--- src/rtl/vga_timing_gen.sv ---
// Raster timing generator: free-running h/v counters with registered sync, visible and coordinates.
// Optional frame counter output enabled by defining VGA_TIMING_GEN_FRAME_COUNT_EN.
module vga_timing_gen #(
  parameter int unsigned H_VISIBLE      = 640,
  parameter int unsigned H_FRONT        = 16,
  parameter int unsigned H_SYNC         = 96,
  parameter int unsigned H_BACK         = 48,
  parameter int unsigned V_VISIBLE      = 480,
  parameter int unsigned V_FRONT        = 10,
  parameter int unsigned V_SYNC         = 2,
  parameter int unsigned V_BACK         = 33,
  parameter bit          HSYNC_POSITIVE = 1'b0,
  parameter bit          VSYNC_POSITIVE = 1'b0,
  localparam int unsigned H_TOTAL = H_VISIBLE + H_FRONT + H_SYNC + H_BACK,
  localparam int unsigned V_TOTAL = V_VISIBLE + V_FRONT + V_SYNC + V_BACK,
  localparam int unsigned HW      = $clog2(H_TOTAL),
  localparam int unsigned VW      = $clog2(V_TOTAL)
) (
  input  logic          vga_clk,
  input  logic          reset,
  input  logic          pix_en,
  output logic          vga_hsync,
  output logic          vga_vsync,
  output logic          vga_visible,
  output logic [HW-1:0] pixel_x,
  output logic [VW-1:0] pixel_y,
  output logic          line_start,
  output logic          frame_start
`ifdef VGA_TIMING_GEN_FRAME_COUNT_EN
  ,
  output logic [15:0]   frame_count
`endif
);

  // Sync windows use the last active position so no bound ever equals the total.
  localparam logic [HW-1:0] HMax       = HW'(H_TOTAL - 1);
  localparam logic [HW-1:0] HVis       = HW'(H_VISIBLE);
  localparam logic [HW-1:0] HSyncFirst = HW'(H_VISIBLE + H_FRONT);
  localparam logic [HW-1:0] HSyncLast  = HW'(H_VISIBLE + H_FRONT + H_SYNC - 1);
  localparam logic [VW-1:0] VMax       = VW'(V_TOTAL - 1);
  localparam logic [VW-1:0] VVis       = VW'(V_VISIBLE);
  localparam logic [VW-1:0] VSyncFirst = VW'(V_VISIBLE + V_FRONT);
  localparam logic [VW-1:0] VSyncLast  = VW'(V_VISIBLE + V_FRONT + V_SYNC - 1);

  logic [HW-1:0] h_cnt_q, h_cnt_d;
  logic [VW-1:0] v_cnt_q, v_cnt_d;
  logic          hsync_q, vsync_q, visible_q, line_start_q, frame_start_q;
  logic [HW-1:0] pixel_x_q;
  logic [VW-1:0] pixel_y_q;
  logic          hsync_d, vsync_d, visible_d, line_start_d, frame_start_d;
  logic          h_wrap;

  always_comb begin
    h_wrap  = (h_cnt_q == HMax);
    h_cnt_d = h_wrap ? '0 : h_cnt_q + 1'b1;
    v_cnt_d = v_cnt_q;
    if (h_wrap) begin
      v_cnt_d = (v_cnt_q == VMax) ? '0 : v_cnt_q + 1'b1;
    end
    // Equality with the polarity bit maps "active" onto the configured level.
    hsync_d       = ((h_cnt_q >= HSyncFirst) && (h_cnt_q <= HSyncLast)) == HSYNC_POSITIVE;
    vsync_d       = ((v_cnt_q >= VSyncFirst) && (v_cnt_q <= VSyncLast)) == VSYNC_POSITIVE;
    visible_d     = (h_cnt_q < HVis) && (v_cnt_q < VVis);
    line_start_d  = (h_cnt_q == '0);
    frame_start_d = (h_cnt_q == '0) && (v_cnt_q == '0);
  end

  always_ff @(posedge vga_clk) begin
    if (reset) begin
      h_cnt_q       <= '0;
      v_cnt_q       <= '0;
      hsync_q       <= ~HSYNC_POSITIVE;
      vsync_q       <= ~VSYNC_POSITIVE;
      visible_q     <= 1'b0;
      pixel_x_q     <= '0;
      pixel_y_q     <= '0;
      line_start_q  <= 1'b0;
      frame_start_q <= 1'b0;
    end else if (pix_en) begin
      h_cnt_q       <= h_cnt_d;
      v_cnt_q       <= v_cnt_d;
      hsync_q       <= hsync_d;
      vsync_q       <= vsync_d;
      visible_q     <= visible_d;
      pixel_x_q     <= h_cnt_q;
      pixel_y_q     <= v_cnt_q;
      line_start_q  <= line_start_d;
      frame_start_q <= frame_start_d;
    end
  end

`ifdef VGA_TIMING_GEN_FRAME_COUNT_EN
  logic [15:0] frame_count_q;

  always_ff @(posedge vga_clk) begin
    if (reset) begin
      frame_count_q <= '0;
    end else if (pix_en && frame_start_d) begin
      frame_count_q <= frame_count_q + 16'd1;
    end
  end

  assign frame_count = frame_count_q;
`endif

  assign vga_hsync   = hsync_q;
  assign vga_vsync   = vsync_q;
  assign vga_visible = visible_q;
  assign pixel_x     = pixel_x_q;
  assign pixel_y     = pixel_y_q;
  assign line_start  = line_start_q;
  assign frame_start = frame_start_q;

endmodule

--- config.mk ---
export PLATFORM = sky130hd
export DESIGN_NAME = vga_timing_gen
export DESIGN_NICKNAME = d
export VERILOG_FILES = /design/src/rtl/vga_timing_gen.sv
export SDC_FILE = /design/constraint.sdc
export NUM_CORES = 1
export LEC_CHECK = 0
export ABC_AREA = 1
export CORE_MARGIN = 3
export CORE_UTILIZATION = 58
export CTS_CLUSTER_SIZE = 12
export DETAILED_ROUTE_END_ITERATION = 8
export PLACE_DENSITY_LB_ADDON = 0.12
export SLEW_MARGIN = 20
export SYNTH_ARGS = -nofsm -noshare
export SYNTH_HDL_FRONTEND = slang
export SYNTH_SLANG_ARGS = --single-unit
--- constraint.sdc ---
create_clock -name vga_clk -period 3.04 [get_ports vga_clk]
set_clock_uncertainty 0.05 [all_clocks]
set_input_delay 0.304 -clock vga_clk [delete_from_list [all_inputs] [get_ports vga_clk]]
set_output_delay 0.304 -clock vga_clk [all_outputs]
set_load 0.1 [all_outputs]
# After elaboration in Yosys (flattened, before gate mapping)
# Cells that the tools add are included.
[word_totals]
rom_bits = 0
input_bits = 3
ramBits = 0
latch_bits = 0
mem_count = 0
register_bits = 45
wordCells = 30
[op_classes]
muxes = 2
reduce_logical = 7
n_bitwise = 2
eq_ne = 2
addsub = 2
mul = 0
magnitude_cmp = 6
n_div = 0
n_shift = 0
[ops]
columns = ["operator", "n"]
rows = [
  ["adder 10 x 1 -> 10 bit, second input constant", 2],
  ["equality test 10 bit, second input constant", 2],
  ["logical NOT 10 bit", 2],
  ["two-way mux 10 bit", 2],
  ["greater-or-equal comparator 10 bit, second input constant", 1],
  ["greater-or-equal comparator 10 x 9 -> 1 bit, second input constant", 1],
  ["<= comparator 10 bit, second input constant", 1],
  ["<= comparator 10 x 9 -> 1 bit, second input constant", 1],
  ["< comparator 10 bit, second input constant", 1],
  ["< comparator 10 x 9 -> 1 bit, second input constant", 1],
  ["logical AND 1 bit", 4],
  ["inverter 1 bit", 2],
  ["AND reduction 2 bit", 1],
]

# Logic depth before layout (Yosys ltp)
# Gate-level depths: netlist of the first run.
[depth]
depth_word = 3
mapped_depth = 9

# Worst setup path before layout of the first run
# OpenSTA, ideal clock, no wires.
[synth_path]
kind = "register -> register"
from = "register pixel_y[9] (netlist name)"
to = "register pixel_y_q[9] (netlist: pixel_y[9])"
slack_ns = 1.705
setup_time_ns = 0.067
arrival_ns = 1.218
required_time_ns = 2.923
stages_incl_launch_ff = 3
cell_sequence = "dfxtp_1 -> o21ai_0 -> nor2_1"
[synth_lines]
columns = ["element", "line", "source"]
rows = [
  ["end signal: assignment", "86", "pixel_y_q <= v_cnt_q;"],
  ["end: declaration", "49", "logic [VW-1:0] pixel_y_q;"],
]

# Worst setup path in the final report of the first run
[layout_path]
from = "register pixel_y_q[7] (netlist: pixel_y[7])"
to = "output port pixel_y[7]"
[layout_lines]
columns = ["element", "line", "source"]
rows = [
  ["end: declaration", "26", "output logic [VW-1:0] pixel_y,"],
]
# No word-level cell between the ends.

==> results of run 1 <==
logic make-up (layout without fill, tap and decap cells):
kind of cell	after synthesis	in the layout	synth area share
AO/OA/AOI/OAI	56	56	0.137
XOR/XNOR	2	2	0.00825
adder cells (fa/ha/maj)	5	5	0.0295
buffers and inverters	44	71	0.0825
flip-flops	45	45	0.424
AND/OR/NAND/NOR	143	143	0.319
cells in the final DEF, fill, tap and decap left out, types with 7 or more instances in the layout:
cell type,n
nor2_1,36
nand4_1,7
nor3_1,10
a21oi_1,29
nand2_1,57
nand3_1,16
dfxtp_1,45
clkdlybuf4s50_1,10
buf_4,19
inv_1,29
o21ai_0,23
worst paths after layout:
kind / start / endpoint / cells past startpoint
min reg2reg: pixel_x[0]$_SDFFE_PP0P_ / pixel_x[0]$_SDFFE_PP0P_ / 2
max reg2reg: h_cnt_q[1]$_SDFFE_PP0P_ / v_cnt_q[3]$_SDFFE_PP0P_ / 8
max: pixel_y[7]$_SDFFE_PP0P_ / pixel_y[7] / 1
min: pixel_x[0]$_SDFFE_PP0P_ / pixel_x[0]$_SDFFE_PP0P_ / 2
sequential cells by signal (all words and copies together), names as in the netlist:
name / cells
h_cnt_q: 10
pixel_x: 10
pixel_y: 10
v_cnt_q: 10
frame_start: 1
line_start: 1
vga_hsync: 1
vga_visible: 1
vga_vsync: 1
per-stage QoR:
step | util | cell area, µm² | hold WS, ns
3_5_place_dp | 0.690 | 2380 | 0.411
2_1_floorplan | - | 2120 | 0.429
6_report | 0.730 | 2510 | 0.423
5_1_grt | 0.730 | 2510 | 0.446
3_3_place_gp | 0.690 | 2380 | 0.399
4_1_cts | 0.730 | 2510 | 0.426
power groups by stage:
stage                     Combinational, µW  Clock [µW]  Sequential (µW)
after global routing                    224         579              622
after CTS                               214         557              620
after global placement                  212           0              633
after detailed placement                213           0              634
final                                   213         547              620
after floorplan                        48.8           0              756
layout make-up:
| class | count | area (µm²) | area share |
|---|---|---|---|
| multi-input cells | 206 | 1050 | 0.417 |
| flip-flops and latches | 45 | 901 | 0.358 |
| repair buffers | 29 | 243 | 0.0966 |
| inverters | 34 | 128 | 0.0508 |
| clock buffers | 5 | 68.8 | 0.0274 |
| clock inverters | 3 | 68.8 | 0.0274 |
| well taps | 46 | 57.6 | 0.0229 |
routing by layer:
metal | vias to the layer above | track usage | wire, µm
met5 | - | 0 | 0
met4 | 0 | 0.107 | 93
met3 | 9 | 0.0590 | 376
met2 | 87 | 0.358 | 2060
met1 | 890 | 0.367 | 2430
li1 | 1010 | - | -
==> flow_summary.json, run 1 <==
{
  "track_usage": 0.254,
  "synth.top_cells.by_count": "nand2_1, dfxtp_1, nor2_1",
  "pre_cts_ws_ns": 1.03,
  "synth.most_common_cell": "nand2_1",
  "worst_ep_required_time_ns": 2.69,
  "p_per_area_mw_per_mm2": 549,
  "worst_slew_pin_slew_ns": 0.975,
  "cts-root-buf": "clkbuf_8",
  "avgViaCountPerCell": 5.42,
  "syn_avg_cell_area_um2": 7.20,
  "nets": 329,
  "status": "finished clean",
  "finalMaxSlewViolations": 0,
  "combPwrFrac": 0.154,
  "crit_slowest_cell": "clkdlybuf4s50_1",
  "crit_arrival_ns": 1.81,
  "r2r_slack_ns": 1.44,
  "first_pass_iters": 5,
  "crit_path_cell_trace": "clkdlybuf4s50_1",
  "dieHeight_um": 66.5,
  "rsz0062_at_grt": "false",
  "p_int_uw": 983,
  "cp_top_family": "buffers and inverters",
  "setup_slack_ns": 0.880,
  "tns_ns": 0,
  "ys_ff_latch": 45,
  "path_class": "reg -> out",
  "drc": 0,
  "netlist_area_mm2": 0.00212,
  "power_leakage_uw": 0.00103,
  "netlist.area_leader.share": 0.424,
  "synthCells": 295,
  "die_area_mm2": 0.00442,
  "gp_congestion": 0.916,
  "port-buffer-count": 27,
  "swShare": 0.288,
  "cts_tree": "yes",
  "ant_nets": 0,
  "ys_seq_area_frac": 0.424,
  "h-tree-depth": 2,
  "power_frac_clock": 0.396,
  "diodes": 0,
  "area_delta_synth_final_pct": 18.4,
  "numCtsBuffers": 5,
  "drt_iter0_drc": 129,
  "ys_async_sr_fraction": 0,
  "num_rows": 21,
  "grt_pass1_vias": 1751,
  "final-setup-viol-count": 0,
  "grt_max_degree": 38,
  "wl_per_cell_um": 13.5,
  "grt_pass1_wl_mm": 8.50,
  "clkSlewWorstSetupHoldPaths_ns": 0.09,
  "crit_buf_inv": 1,
  "cp-end-kind": "output port",
  "crit_fanout": 2,
  "netlist_top_cells_area": "dfxtp_1, nand2_1, a21oi_1",
  "power_frac_seq": 0.449,
  "synth.distinct_cells": 29,
  "wl_mm": 4.96,
  "synth_warnings": 0,
  "ctsResizeCount": 0,
  "core_area_mm2": 0.00344,
  "layout-drive-gt1-share": 0.152,
  "cp-start-kind": "flip-flop",
  "post-cts-setup-buffers": 0,
  "irDropWorstVdd_v": 0.000420,
  "antenna_found_initial": 0,
  "yosysTopAreaCell": "dfxtp_1",
  "clock.fmax_mhz": 463,
  "die_x_um": 66.5,
  "max_stage_delay_ns": 1.14,
  "power.switching_uw": 398,
  "grt_remaining_overflow": 0,
  "postCtsHoldBufs": 0,
  "yosys_most_used_dff": "dfxtp_1",
  "dp_cells": 360,
  "dr_total_vias": 1996,
  "maxSlewHeadroom": 0.348,
  "initial_utilization": 0.617,
  "max-cap-violations": 0,
  "clk_latency_ns": 0.31,
  "clk_path_buf_depth": 2,
  "hold_viol": 0,
  "total_power_uw": 1380,
  "layout.cells.non_filler": 368,
  "fillers": 294,
  "syn-num-nets": 303,
  "hp-class": "reg -> reg",
  "clock_sinks": 45,
  "synth_edf_count": 0,
  "dp_hpwl_mm": 3.63,
  "pin_count": 28,
  "period_share": 0.711,
  "min_period_ns": 2.16
}
Note: power is estimated with default switching activity, not from simulation.
==> run 2, diff against run 1 <==
--- a/config.mk
+++ b/config.mk
@@ -7,7 +7,7 @@
 export LEC_CHECK = 0
 export ABC_AREA = 1
 export CORE_MARGIN = 3
-export CORE_UTILIZATION = 58
+export CORE_UTILIZATION = 49
 export CTS_CLUSTER_SIZE = 12
 export DETAILED_ROUTE_END_ITERATION = 8
 export PLACE_DENSITY_LB_ADDON = 0.12
==> constraint.sdc (replaced) <==
create_clock -name vga_clk -period 1.8 [get_ports vga_clk]
set_clock_uncertainty 0.05 [all_clocks]
set_input_delay 0.18 -clock vga_clk [delete_from_list [all_inputs] [get_ports vga_clk]]
set_output_delay 0.18 -clock vga_clk [all_outputs]
set_load 0.1 [all_outputs]
==> run 2 against run 1 <==
Worst hold slack worse by 0.0044 ns; first-iteration DRC count is 3.1% lower; combinational power is 69% higher; power is 51% higher; utilization is 12 points lower; sequential share of layout area is 0.52 points higher; critical path type is now reg -> reg; highest routed layer unchanged; sequential cell count stayed put.
==> flow_summary.json, run 2 (same netlist as run 1, synthesis figures left out) <==
{
  "clk_path_buf_depth": 2,
  "power_leakage_uw": 0.00103,
  "clk_latency_ns": 0.30,
  "dr_total_vias": 1915,
  "crit_buf_inv": 1,
  "initial_utilization": 0.520,
  "h-tree-depth": 2,
  "power_frac_clock": 0.326,
  "irDropWorstVdd_v": 0.000611,
  "cp_top_family": "simple AND/OR/NAND/NOR gates",
  "fillers": 421,
  "max-cap-violations": 0,
  "first_pass_iters": 4,
  "cp-start-kind": "flip-flop",
  "final-setup-viol-count": 0,
  "drc": 0,
  "p_per_area_mw_per_mm2": 843,
  "port-buffer-count": 27,
  "core_area_mm2": 0.00409,
  "diodes": 0,
  "clock_sinks": 45,
  "design_area_mm2": 0.00248,
  "hp-class": "reg -> reg",
  "maxSlewHeadroom": 0.786,
  "crit_path_cell_trace": "ha_1 -> nand3_1 -> nor2_2 -> nand3_2 -> inv_1 -> nand3_1 -> nand2_1 -> nor2_1",
  "crit_top_cell": "nand3_1",
  "antenna_found_initial": 0,
  "layout-drive-gt1-share": 0.182,
  "finalMaxSlewViolations": 0,
  "power_frac_seq": 0.501,
  "gp_congestion": 0.906,
  "ctsResizeCount": 0,
  "die_x_um": 71.8,
  "crit_arrival_ns": 1.71,
  "grt_pass1_wl_mm": 8.16,
  "num_rows": 23,
  "crit_fanout": 5,
  "ant_nets": 0,
  "rsz0062_at_grt": "false",
  "cp-end-kind": "flip-flop",
  "die_area_mm2": 0.00516,
  "worst_ep_required_time_ns": 1.95,
  "cts_tree": "yes",
  "layout_commonest_cell": "nand2_1",
  "cts-root-buf": "clkbuf_8",
  "grt_pass1_vias": 1731,
  "hold_viol": 0,
  "grt_remaining_overflow": 0,
  "postCtsHoldBufs": 0,
  "p_int_uw": 1450,
  "post-cts-setup-buffers": 0,
  "max_stage_delay_ns": 0.41,
  "clock.fmax_mhz": 642,
  "pin_count": 28,
  "swShare": 0.306,
  "dp_hpwl_mm": 3.59,
  "combPwrFrac": 0.173,
  "wl_mm": 4.74,
  "clkSlewWorstSetupHoldPaths_ns": 0.08,
  "avgViaCountPerCell": 5.12,
  "path_class": "reg -> reg",
  "placed_area_mm2": 0.00238,
  "worst_slew_pin_slew_ns": 0.320,
  "numCtsBuffers": 5,
  "period_share": 0.865,
  "tns_ns": 0,
  "wl_per_cell_um": 12.7,
  "mostFrequentLayoutCells": "nand2_1, dfxtp_1, nor2_1",
  "area_delta_synth_final_pct": 16.7,
  "min_period_ns": 1.56,
  "crit_slowest_cell": "dfxtp_1",
  "dieHeight_um": 71.8,
  "status": "finished clean",
  "grt_max_degree": 37,
  "power.switching_uw": 639,
  "track_usage": 0.200,
  "drt_iter0_drc": 125,
  "nets": 331,
  "total_power_uw": 2090
}
==> run 2: cell count changes in the layout (fill, tap and decap cells not counted), sizes merged <==
cell	previous run	this run
buf	19	29
clkdlybuf4s50	10	2
bufinv	2	0
clkbuf	5	7
clkinv	0	1
inv	35	34
==> run 2: stage by stage <==
step,utilization,setup slack (ns),hold WS (ns),instances
floorplan,-,0.465,0.383,295
global placement,0.581,0.155,0.403,366
detailed placement,0.581,0.113,0.406,366
CTS,0.606,0.263,0.418,374
global route,0.606,0.0742,0.431,374
finish,0.606,0.242,0.419,374
==> run 2: final timing paths <==
kind / start / end / slack (ns) / cells past startpoint
setup / recovery: h_cnt_q[1]$_SDFFE_PP0P_ / v_cnt_q[2]$_SDFFE_PP0P_ / 0.24 / 8
setup reg to reg: h_cnt_q[1]$_SDFFE_PP0P_ / v_cnt_q[2]$_SDFFE_PP0P_ / 0.24 / 8
hold / removal: vga_visible$_SDFFE_PP0P_ / vga_visible$_SDFFE_PP0P_ / 0.42 / 2
hold reg to reg: vga_visible$_SDFFE_PP0P_ / vga_visible$_SDFFE_PP0P_ / 0.42 / 2
==> run 2: per-layer routing <==
metal / share of wire / vias to the layer above / track usage
met3: 0.059 / 11 / 0.0505
met2: 0.38 / 52 / 0.266
li1: - / 1004 / -
met4: 0.019 / 0 / 0.0752
met1: 0.54 / 848 / 0.307
met5: 0 / - / 0
==> run 2: tightest hold or removal path: cells and delay by family (launching register included) <==
| family | cells | cell delay, ns |
|---|---|---|
| AND/OR/NAND/NOR | 1 | 0.06 |
| AO/OA/AOI/OAI | 1 | 0.05 |
| flip-flops | 1 | 0.32 |
==> run 2: power by group through the flow <==
stage,Combinational (µW),Sequential [µW],Clock (µW)
3_3_place_gp,360,1070,0
4_1_cts,363,1050,694
5_1_grt,379,1050,728
2_1_floorplan,82.4,1280,0
6_report,361,1050,681
3_5_place_dp,362,1070,0
==> run 2: layout make-up <==
class / count / area [µm²] / area share
clock buffer: 7 / 96.3 / 0.0389
clock inverter: 1 / 5.00 / 0.00202
inverter: 34 / 128 / 0.0515
tap: 50 / 62.6 / 0.0253
sequential: 45 / 901 / 0.364
timing repair buffer: 31 / 238 / 0.0960
multi-input combinational: 206 / 1050 / 0.423
==> run 3, diff against run 2 <==
--- a/config.mk
+++ b/config.mk
@@ -6,8 +6,10 @@
 export NUM_CORES = 1
 export LEC_CHECK = 0
 export ABC_AREA = 1
+export CELL_PAD_IN_SITES_DETAIL_PLACEMENT = 1
+export CELL_PAD_IN_SITES_GLOBAL_PLACEMENT = 2
 export CORE_MARGIN = 3
-export CORE_UTILIZATION = 49
+export CORE_UTILIZATION = 28
 export CTS_CLUSTER_SIZE = 12
 export DETAILED_ROUTE_END_ITERATION = 8
 export PLACE_DENSITY_LB_ADDON = 0.12
==> run 3 against run 2 <==
Final area grew 2.5%; clock power decreased by 6.9%; worst setup slack worse by 0.038 ns; sequential share of layout area down 0.90 points; register-to-register slack got worse by 0.04 ns; worst hold slack got worse by 0.0011 ns; clock-buffer cell count down 1; final cell count grew 14%; sequential power about the same; combinational power up 3%; routed wire length rose by 28%; global-route usage is 5.0 points lower; largest power group unchanged.
==> flow_summary.json, run 3 (same netlist as run 1, synthesis figures left out) <==
{
  "status": "finished clean",
  "finalMaxSlewViolations": 0,
  "clk_path_buf_depth": 2,
  "worst_slew_pin_slew_ns": 0.338,
  "clk_latency_ns": 0.30,
  "worst_r2r_startpoint": "v_cnt_q[1]$_SDFFE_PP0P_",
  "irDropWorstVdd_v": 0.000374,
  "rsz0062_at_grt": "false",
  "grt_pass1_wl_mm": 10.3,
  "layout_commonest_cell": "nand2_1",
  "crit_arrival_ns": 1.75,
  "crit_path_start": "v_cnt_q[1]$_SDFFE_PP0P_",
  "maxSlewHeadroom": 0.774,
  "mostFrequentLayoutCells": "nand2_1, dfxtp_1, nor2_1",
  "postCtsHoldBufs": 0,
  "gp_congestion": 0.794,
  "period_share": 0.887,
  "dr_total_vias": 1948,
  "final-setup-viol-count": 0,
  "path_class": "reg -> reg",
  "max_stage_delay_ns": 0.44,
  "max-cap-violations": 0,
  "clkSlewWorstSetupHoldPaths_ns": 0.10,
  "crit_buf_inv": 1,
  "r2r_slack_ns": 0.20,
  "nets": 333,
  "h-tree-depth": 2,
  "r2r_end": "v_cnt_q[6]$_SDFFE_PP0P_",
  "clock_sinks": 45,
  "track_usage": 0.150,
  "post-cts-setup-buffers": 0,
  "drt_iter0_drc": 75,
  "power_leakage_uw": 0.00103,
  "core_area_mm2": 0.00729,
  "wl_per_cell_um": 14.2,
  "p_per_area_mw_per_mm2": 808,
  "worst-r2r-cell-count": 8,
  "diodes": 0,
  "drc": 0,
  "avgViaCountPerCell": 4.58,
  "die_x_um": 93.1,
  "clock.fmax_mhz": 627,
  "total_power_uw": 2050,
  "cp-start-kind": "flip-flop",
  "grt_pass1_vias": 1976,
  "cp_num_cells": 8,
  "cp_top_family": "simple AND/OR/NAND/NOR gates",
  "tns_ns": 0,
  "cp-end-kind": "flip-flop",
  "antenna_found_initial": 0,
  "wl_mm": 6.05,
  "pin_count": 28,
  "endpoint": "v_cnt_q[6]$_SDFFE_PP0P_",
  "cts_tree": "yes",
  "initial_utilization": 0.291,
  "num_rows": 31,
  "crit_slowest_cell": "dfxtp_1",
  "first_pass_iters": 4,
  "ant_nets": 0,
  "die_area_mm2": 0.00866,
  "grt_remaining_overflow": 0,
  "grt_max_degree": 37,
  "worst_ep_required_time_ns": 1.96,
  "dieHeight_um": 93.1,
  "ctsResizeCount": 0,
  "crit_fanout": 5,
  "numCtsBuffers": 5,
  "hp-class": "reg -> reg",
  "crit_top_cell": "nor2_1",
  "layout-drive-gt1-share": 0.184,
  "dp_hpwl_mm": 4.77,
  "crit_path_cell_trace": "ha_1 -> inv_1 -> nor2_1 -> nand2_1 -> nor2_1 -> nand3_1 -> nand2_1 -> nor2_1",
  "cts-root-buf": "clkbuf_8",
  "area_delta_synth_final_pct": 19.6,
  "min_period_ns": 1.60,
  "hold_viol": 0,
  "port-buffer-count": 27
}
-- run 3: cell count changes in the layout (fill, tap and decap cells not counted), sizes merged --
cell and delta:
buf +2, clkbuf -1, clkinvlp +2, clkinv -1
-- run 3: area by class of cell --
cell class / count / area (µm²)
fillers: 960 / 4750
multi-input cells: 206 / 1050
flip-flops and latches: 45 / 901
repair buffers: 33 / 253
inverters: 34 / 128
well taps: 99 / 124
clock buffers: 6 / 72.6
clock inverters: 2 / 15.0
-- run 3: layer usage --
layer / global-route usage / part of all wire
met5: 0 / 0
met4: 0.0366 / 0.0078
met3: 0.0298 / 0.029
met2: 0.217 / 0.40
met1: 0.228 / 0.57
-- run 3: metrics by stage --
step | util | instance area, µm² | hold WS [ns] | cells | worst slack (ns)
6_report | 0.348 | 2540 | 0.418 | 425 | 0.204
5_1_grt | 0.348 | 2540 | 0.451 | 425 | 0.0320
4_1_cts | 0.348 | 2540 | 0.422 | 425 | 0.193
3_5_place_dp | 0.336 | 2450 | 0.408 | 417 | 0.128
3_3_place_gp | 0.336 | 2450 | 0.403 | 417 | 0.183
2_1_floorplan | - | 2120 | 0.383 | 295 | 0.465
-- run 3: worst min path at each step --
stage                             start                        to  slack, ns  cells past startpoint
6_report       frame_start$_SDFFE_PP0P_  frame_start$_SDFFE_PP0P_       0.42                      2
5_1_grt         pixel_x[0]$_SDFFE_PP0P_   pixel_x[0]$_SDFFE_PP0P_       0.45                      2
4_1_cts        frame_start$_SDFFE_PP0P_  frame_start$_SDFFE_PP0P_       0.42                      2
3_5_place_dp   frame_start$_SDFFE_PP0P_  frame_start$_SDFFE_PP0P_       0.41                      2
3_3_place_gp   frame_start$_SDFFE_PP0P_  frame_start$_SDFFE_PP0P_       0.40                      2
2_1_floorplan                     reset   pixel_x[8]$_SDFFE_PP0P_       0.38                      2
-- run 3: report_power, final --
group          internal (µW)  total [µW]  leakage, µW  switching, µW
sequential              1030        1050     0.000367           17.9
clock                    274         634    0.0000374            360
combinational           77.2         372     0.000622            295
-- run 3: tightest hold or removal path: stages, from the launching register on --
cell and delay, ns:
dfxtp_1 0.32, nand2_1 0.06, a21oi_1 0.05
